==> src/rtl/cv32e40p_x_pkg.sv <==
// Shared types and defaults for the X-interface writeback path.
// x_result_t is one X result on its way to the register file: the
// destination register plus the data to write there.
package cv32e40p_x_pkg;

  localparam int unsigned X_DATA_WIDTH            = 32;
  localparam int unsigned X_WB_FIFO_DEPTH_DEFAULT = 2;

  typedef struct packed {
    logic [4:0]              waddr;
    logic [X_DATA_WIDTH-1:0] wdata;
  } x_result_t;

endpackage

==> src/rtl/cv32e40p_x_result_fifo.sv <==
// Small synchronous FIFO of X results.
// Ports:
//   clk_i, rst_ni  clock, synchronous active-low reset (empties the FIFO)
//   push_i/data_i  write one entry (ignored when full)
//   pop_i          drop the head entry (ignored when empty)
//   data_o         current head entry
//   full_o/empty_o occupancy flags
// Pointers wrap at DEPTH so the depth does not need to be a power of two;
// full/empty come from an occupancy counter rather than pointer compares.
module cv32e40p_x_result_fifo
  import cv32e40p_x_pkg::*;
#(
  parameter int unsigned DEPTH = X_WB_FIFO_DEPTH_DEFAULT
) (
  input  logic      clk_i,
  input  logic      rst_ni,
  input  logic      push_i,
  input  x_result_t data_i,
  input  logic      pop_i,
  output x_result_t data_o,
  output logic      full_o,
  output logic      empty_o
);

  localparam int unsigned       PTR_W     = (DEPTH > 1) ? $clog2(DEPTH) : 1;
  localparam int unsigned       CNT_W     = $clog2(DEPTH + 1);
  localparam logic [PTR_W-1:0]  LAST_PTR  = PTR_W'(DEPTH - 1);
  localparam logic [CNT_W-1:0]  DEPTH_CNT = CNT_W'(DEPTH);

  x_result_t        mem_q [DEPTH];
  x_result_t        mem_d [DEPTH];
  logic [PTR_W-1:0] wr_ptr_q, wr_ptr_d;
  logic [PTR_W-1:0] rd_ptr_q, rd_ptr_d;
  logic [CNT_W-1:0] count_q, count_d;
  logic             do_push, do_pop;

  assign full_o  = (count_q == DEPTH_CNT);
  assign empty_o = (count_q == '0);
  assign do_push = push_i && !full_o;
  assign do_pop  = pop_i && !empty_o;
  assign data_o  = mem_q[rd_ptr_q];

  always_comb begin
    mem_d    = mem_q;
    wr_ptr_d = wr_ptr_q;
    rd_ptr_d = rd_ptr_q;
    count_d  = count_q;
    if (do_push) begin
      mem_d[wr_ptr_q] = data_i;
      wr_ptr_d        = (wr_ptr_q == LAST_PTR) ? '0 : wr_ptr_q + 1'b1;
    end
    if (do_pop) begin
      rd_ptr_d = (rd_ptr_q == LAST_PTR) ? '0 : rd_ptr_q + 1'b1;
    end
    case ({do_push, do_pop})
      2'b10:   count_d = count_q + 1'b1;
      2'b01:   count_d = count_q - 1'b1;
      default: count_d = count_q;
    endcase
  end

  always_ff @(posedge clk_i) begin
    if (!rst_ni) begin
      wr_ptr_q <= '0;
      rd_ptr_q <= '0;
      count_q  <= '0;
    end else begin
      wr_ptr_q <= wr_ptr_d;
      rd_ptr_q <= rd_ptr_d;
      count_q  <= count_d;
    end
  end

  // Storage holds no control state, so it is left out of reset.
  always_ff @(posedge clk_i) begin
    mem_q <= mem_d;
  end

endmodule

==> src/rtl/cv32e40p_x_wb_arb.sv <==
// Arbitrates the single register-file write port between the core WB stage
// and X-interface results, buffering X results that lose arbitration.
// Ports:
//   clk_i, rst_ni              clock, synchronous active-low reset
//   core_we_i/waddr/wdata      core WB write request
//   core_gnt_o                 core write accepted (low = core stalls WB)
//   x_rvalid_i/x_rready_o      X result handshake; x_rwaddr_i/x_rdata_i payload
//   rf_we_o/rf_waddr_o/rf_wdata_o register-file write port
//   x_done_o/x_done_addr_o     an X result retired, and its register
//   x_pending_o                buffered X results exist
// The core normally wins, but a buffered result that has lost STARVE_LIMIT
// cycles in a row takes the port for one cycle.
module cv32e40p_x_wb_arb
  import cv32e40p_x_pkg::*;
#(
  parameter int unsigned FIFO_DEPTH   = X_WB_FIFO_DEPTH_DEFAULT,
  parameter int unsigned STARVE_LIMIT = 3,
  parameter int unsigned DATA_WIDTH   = X_DATA_WIDTH
) (
  input  logic                  clk_i,
  input  logic                  rst_ni,
  input  logic                  core_we_i,
  input  logic [4:0]            core_waddr_i,
  input  logic [DATA_WIDTH-1:0] core_wdata_i,
  output logic                  core_gnt_o,
  input  logic                  x_rvalid_i,
  output logic                  x_rready_o,
  input  logic [4:0]            x_rwaddr_i,
  input  logic [DATA_WIDTH-1:0] x_rdata_i,
  output logic                  rf_we_o,
  output logic [4:0]            rf_waddr_o,
  output logic [DATA_WIDTH-1:0] rf_wdata_o,
  output logic                  x_done_o,
  output logic [4:0]            x_done_addr_o,
  output logic                  x_pending_o
);

  localparam int unsigned      SC_W      = $clog2(STARVE_LIMIT + 1);
  localparam logic [SC_W-1:0]  SC_LIMIT  = SC_W'(STARVE_LIMIT);

  logic [SC_W-1:0]       starve_cnt_q, starve_cnt_d;
  x_result_t             in_res, head_res;
  logic                  fifo_full, fifo_empty;
  logic                  starve;
  logic                  core_win, head_win, bypass;
  logic                  push;
  logic [4:0]            win_addr;
  logic [DATA_WIDTH-1:0] win_data;

  assign in_res.waddr = x_rwaddr_i;
  assign in_res.wdata = x_rdata_i;

  cv32e40p_x_result_fifo #(
    .DEPTH (FIFO_DEPTH)
  ) i_fifo (
    .clk_i   (clk_i),
    .rst_ni  (rst_ni),
    .push_i  (push),
    .data_i  (in_res),
    .pop_i   (head_win),
    .data_o  (head_res),
    .full_o  (fifo_full),
    .empty_o (fifo_empty)
  );

  assign starve = rst_ni && !fifo_empty && (starve_cnt_q == SC_LIMIT);

  // Fixed-priority winner selection; everything is held off while in reset
  // so nothing reaches the register file or the scoreboard then.
  always_comb begin
    core_win = 1'b0;
    head_win = 1'b0;
    bypass   = 1'b0;
    if (!rst_ni) begin
      core_win = 1'b0;
    end else if (starve) begin
      head_win = 1'b1;
    end else if (core_we_i) begin
      core_win = 1'b1;
    end else if (!fifo_empty) begin
      head_win = 1'b1;
    end else if (x_rvalid_i) begin
      bypass = 1'b1;
    end
  end

  // A full FIFO refuses the beat even if its head pops this cycle.
  assign x_rready_o  = !fifo_full || !rst_ni;
  assign push        = rst_ni && x_rvalid_i && !fifo_full && !bypass;
  assign core_gnt_o  = rst_ni && !starve;
  assign x_pending_o = rst_ni && !fifo_empty;

  always_comb begin
    win_addr = '0;
    win_data = '0;
    if (core_win) begin
      win_addr = core_waddr_i;
      win_data = core_wdata_i;
    end else if (head_win) begin
      win_addr = head_res.waddr;
      win_data = head_res.wdata;
    end else if (bypass) begin
      win_addr = x_rwaddr_i;
      win_data = x_rdata_i;
    end
  end

  // x0 writes are suppressed at the port but still retire on x_done_o so
  // the dispatcher scoreboard bit is cleared.
  assign rf_we_o       = (core_win || head_win || bypass) && (win_addr != 5'd0);
  assign rf_waddr_o    = win_addr;
  assign rf_wdata_o    = win_data;
  assign x_done_o      = head_win || bypass;
  assign x_done_addr_o = x_done_o ? win_addr : 5'd0;

  always_comb begin
    starve_cnt_d = starve_cnt_q;
    if (fifo_empty || head_win) begin
      starve_cnt_d = '0;
    end else if (starve_cnt_q != SC_LIMIT) begin
      starve_cnt_d = starve_cnt_q + 1'b1;
    end
  end

  always_ff @(posedge clk_i) begin
    if (!rst_ni) begin
      starve_cnt_q <= '0;
    end else begin
      starve_cnt_q <= starve_cnt_d;
    end
  end

  // The dispatcher never lets core and an incoming X result target the
  // same (non-x0) register in one cycle.
  a_no_same_rd : assert property (@(posedge clk_i) disable iff (!rst_ni)
    !(core_we_i && x_rvalid_i && x_rready_o &&
      (core_waddr_i == x_rwaddr_i) && (core_waddr_i != 5'd0)));

endmodule

==> config.mk <==
export PLATFORM = sky130hd
export DESIGN_NAME = cv32e40p_x_wb_arb
export DESIGN_NICKNAME = d
export VERILOG_FILES = /design/src/rtl/cv32e40p_x_pkg.sv /design/src/rtl/cv32e40p_x_result_fifo.sv /design/src/rtl/cv32e40p_x_wb_arb.sv
export SDC_FILE = /design/constraint.sdc
export NUM_CORES = 1
export LEC_CHECK = 0
export CAP_MARGIN = 20
export CORE_ASPECT_RATIO = 2
export CORE_MARGIN = 4
export CORE_UTILIZATION = 30
export CTS_CLUSTER_SIZE = 12
export DETAILED_ROUTE_END_ITERATION = 10
export PLACE_DENSITY = 0.63
export SKIP_LAST_GASP = 1
export SLEW_MARGIN = 20
export SYNTH_ARGS = -nofsm -noshare
export SYNTH_HDL_FRONTEND = slang
export SYNTH_SLANG_ARGS = --single-unit
export TNS_END_PERCENT = 30
==> constraint.sdc <==
create_clock -name clk_i -period 4.25 [get_ports clk_i]
set_clock_uncertainty 0.2 [all_clocks]
set_input_delay 0.85 -clock clk_i [delete_from_list [all_inputs] [get_ports clk_i]]
set_output_delay 0.85 -clock clk_i [all_outputs]
set_load 0.01 [all_outputs]
==> impl_metrics.json <==
{
  "status": "complete, no violations",
  "synth_top_family_by_area": "multiplexers",
  "synth_edf_count": 74,
  "pwr-share-clk_pct": 35.4,
  "multi_input_area_um2": 1319,
  "nets": 497,
  "clock-root-buffer": "clkbuf_16",
  "switching_share_pct": 23.25,
  "place.gp.congestion": 0.7923,
  "holdWs_ns": 0.2172,
  "netlist.area_leader.share_pct": 59.66,
  "wl_per_cell_um": 17.90,
  "synth-xor-area-share_pct": 0.7054,
  "reg2reg_depth": 8,
  "portBuffers": 124,
  "power_frac_comb_pct": 17.9,
  "hold_viol": 0,
  "critPathRequiredTime_ns": 3.20,
  "cp.arrival_ns": 3.14,
  "grt-ovfl-total": 0,
  "post_cts_resized": 0,
  "avgViaCountPerCell": 4.954,
  "synthDistinctLibCells": 35,
  "synth-simple-area-share_pct": 10.95,
  "ctsHoldBuffers": 0,
  "reg2reg_from": "starve_cnt_q[0]",
  "slew_headroom_pct": 57.83,
  "die_w_um": 86.79,
  "drt_iter0_drc": 175,
  "max_freq_ghz": 0.2388,
  "cts_buffers": 9,
  "layout-drive-gt1-share_pct": 18.48,
  "die_y_um": 165.6,
  "seqPwrFrac_pct": 46.7,
  "grt_setup_unrepaired": "yes",
  "rows": 57,
  "antenna_found_initial": 0,
  "pin_count": 125,
  "hp-class": "register to register",
  "syn_inst": 283,
  "drtAntennaViolNets": 0,
  "synthAdderAreaFrac_pct": 0.6718,
  "dpl_cell_area_um2": 5264,
  "clockBufferDepth": 2,
  "grt_pass1_vias": 2939,
  "dp_slack_ns": 0.005851,
  "holdPathStages": 1,
  "yosysSeqAreaShare_pct": 62.88,
  "synth.most_common_cell": "edfxtp_1",
  "finalCriticalPeriod_ns": 4.188,
  "crit_type": "input port to primary output",
  "cts_tree": "done",
  "initial_core_util_pct": 30.72,
  "setup_viol": 0,
  "finalNonFillerCells": 569,
  "yosys_warnings": 0,
  "p_sw_mw": 0.4470,
  "internal_power_mw": 1.476,
  "finish.utilization_pct": 45.69,
  "netlist_area_um2": 3725,
  "routed_wl_mm": 10.18,
  "grt.total_usage_pct": 14.33,
  "drc": 0,
  "cts.htree.levels": 3,
  "final_cell_area_um2": 5539,
  "synth_mux_area_share_pct": 12.13,
  "n_fill_cell": 1123,
  "yosys-top-cells-count": "74 x edfxtp_1, 67 x nor2_1, 33 x mux2_2",
  "placedCellCount": 553,
  "yosys-top-cells-area": "edfxtp_1 60%, mux2_2 10%, a221oi_1 7.1%",
  "diodes": 0,
  "ys_ff_latch": 80,
  "finalMaxSlewViolations": 0,
  "critPathMaxFanout": 6,
  "postCtsSetupRepairBufs": 0,
  "clk_pin_slew_ns": 0.05,
  "num_vias": 2819,
  "synth_area_per_cell_um2": 13.16,
  "coreArea_um2": 12120,
  "hold_path_end": "starve_cnt_q[0]",
  "cts.sinks": 80,
  "dp_hpwl_mm": 7.579,
  "finalWorstSetupSlack_ns": 0.06155,
  "area_delta_synth_final_pct": 48.71,
  "powerDensity_nw_per_um2": 347.1,
  "cp-start-kind": "input port",
  "worstMarginPinSlew_ns": 0.6297,
  "synth-compound-area-share_pct": 9.976,
  "regArea_um2": 2344,
  "synth_flop_cell": "edfxtp_1",
  "maxCapViolations": 0,
  "grt_max_degree": 29,
  "syn_nets": 363,
  "drt-pass1-iter-count": 4,
  "grt_pass1_wl_mm": 15.21,
  "insertion_delay_ns": 0.33,
  "r2r_end": "i_fifo.count_q[1]",
  "async_flop_share_pct": 0,
  "cp-end-kind": "primary output",
  "period_share_pct": 98.55,
  "ir_drop_v": 0.0001956,
  "power.leakage_nw": 1.921,
  "die-area_um2": 14370,
  "hold_start": "starve_cnt_q[0]",
  "rrSetupSlack_ns": 1.95,
  "synth_top_cell_by_area": "edfxtp_1"
}
-- cell families after synthesis --
| logic type | after synthesis |
|---|---|
| buffers and inverters | 22 |
| flip-flops | 80 |
| AO/OA/AOI/OAI | 43 |
| AND/OR/NAND/NOR | 93 |
| adder cells (fa/ha/maj) | 2 |
| multiplexers | 40 |
| XOR/XNOR | 3 |
-- metrics by stage --
step                setup TNS [ns]  power [mW]
floorplan                        0       1.055
global placement                 0       1.254
detailed placement               0       1.262
CTS                              0       1.942
global route              -0.09334       1.998
finish                           0       1.923
-- layout by cell type (no fill, tap or decap), types with 2 or more instances in the layout --
cell	instances
a221o_1	2
a221oi_1	30
a31oi_1	2
and2_1	3
buf_12	3
buf_4	16
clkbuf_16	9
clkdlybuf4s50_1	124
clkinv_1	2
clkinv_2	3
dfxtp_1	5
edfxtp_1	74
ha_1	2
inv_1	2
mux2_2	33
mux2_4	2
mux2i_1	5
nand2_1	4
nand3_1	2
nand3b_1	3
nor2_1	64
nor2_4	2
nor2b_1	3
nor3_1	2
o21a_1	2
o2bb2ai_1	3
xnor2_1	3
-- layer usage --
| metal | vias up | track usage [%] | share of wire (%) |
|---|---|---|---|
| li1 | 1348 | - | - |
| met1 | 1380 | 14.01 | 34 |
| met2 | 73 | 27.72 | 60 |
| met3 | 18 | 2.284 | 3.5 |
| met4 | 0 | 7.518 | 2.7 |
| met5 | - | 0 | 0 |
-- registers in the layout, summed over array words and instances, names as in the netlist --
signal / cells
i_fifo.count_q: 2
i_fifo.mem_q: 74
i_fifo.rd_ptr_q: 1
i_fifo.wr_ptr_q: 1
starve_cnt_q: 2
-- area by class of cell --
| cell class | instances | share of cell area, % |
|---|---|---|
| inverter | 2 | 0.1355 |
| clock buffer | 9 | 4.066 |
| tap | 147 | 3.321 |
| clock inverter | 7 | 0.7002 |
| timing repair buffer | 143 | 25.66 |
| sequential | 80 | 42.31 |
| multi-input combinational | 181 | 23.81 |
-- critical path, stage by stage --
cell and delay, ns:
clkdlybuf4s50_1 0.46, nor4bb_2 0.20, nor2b_4 0.17, o2bb2ai_1 0.15
mux2_4 0.28, or4b_1 0.53, clkdlybuf4s50_1 0.50
-- power by group through the flow --
| stage | Combinational [mW] | Sequential (mW) | Clock [mW] |
|---|---|---|---|
| 3_3_place_gp | 0.342 | 0.913 | 0 |
| 5_1_grt | 0.371 | 0.900 | 0.727 |
| 4_1_cts | 0.349 | 0.898 | 0.695 |
| 3_5_place_dp | 0.348 | 0.914 | 0 |
| 6_report | 0.345 | 0.898 | 0.680 |
| 2_1_floorplan | 0.146 | 0.909 | 0 |
-- worst max path at each step --
stage                         start             end  slack [ns]
after global placement    core_we_i         rf_we_o        0.06
after detailed placement  core_we_i         rf_we_o       0.006
final                        rst_ni         rf_we_o        0.06
after global routing         rst_ni  rf_wdata_o[27]       -0.04
after CTS                 core_we_i         rf_we_o       0.009
after floorplan              rst_ni         rf_we_o        0.75
No activity file was read; power rests on OpenSTA's default activity.
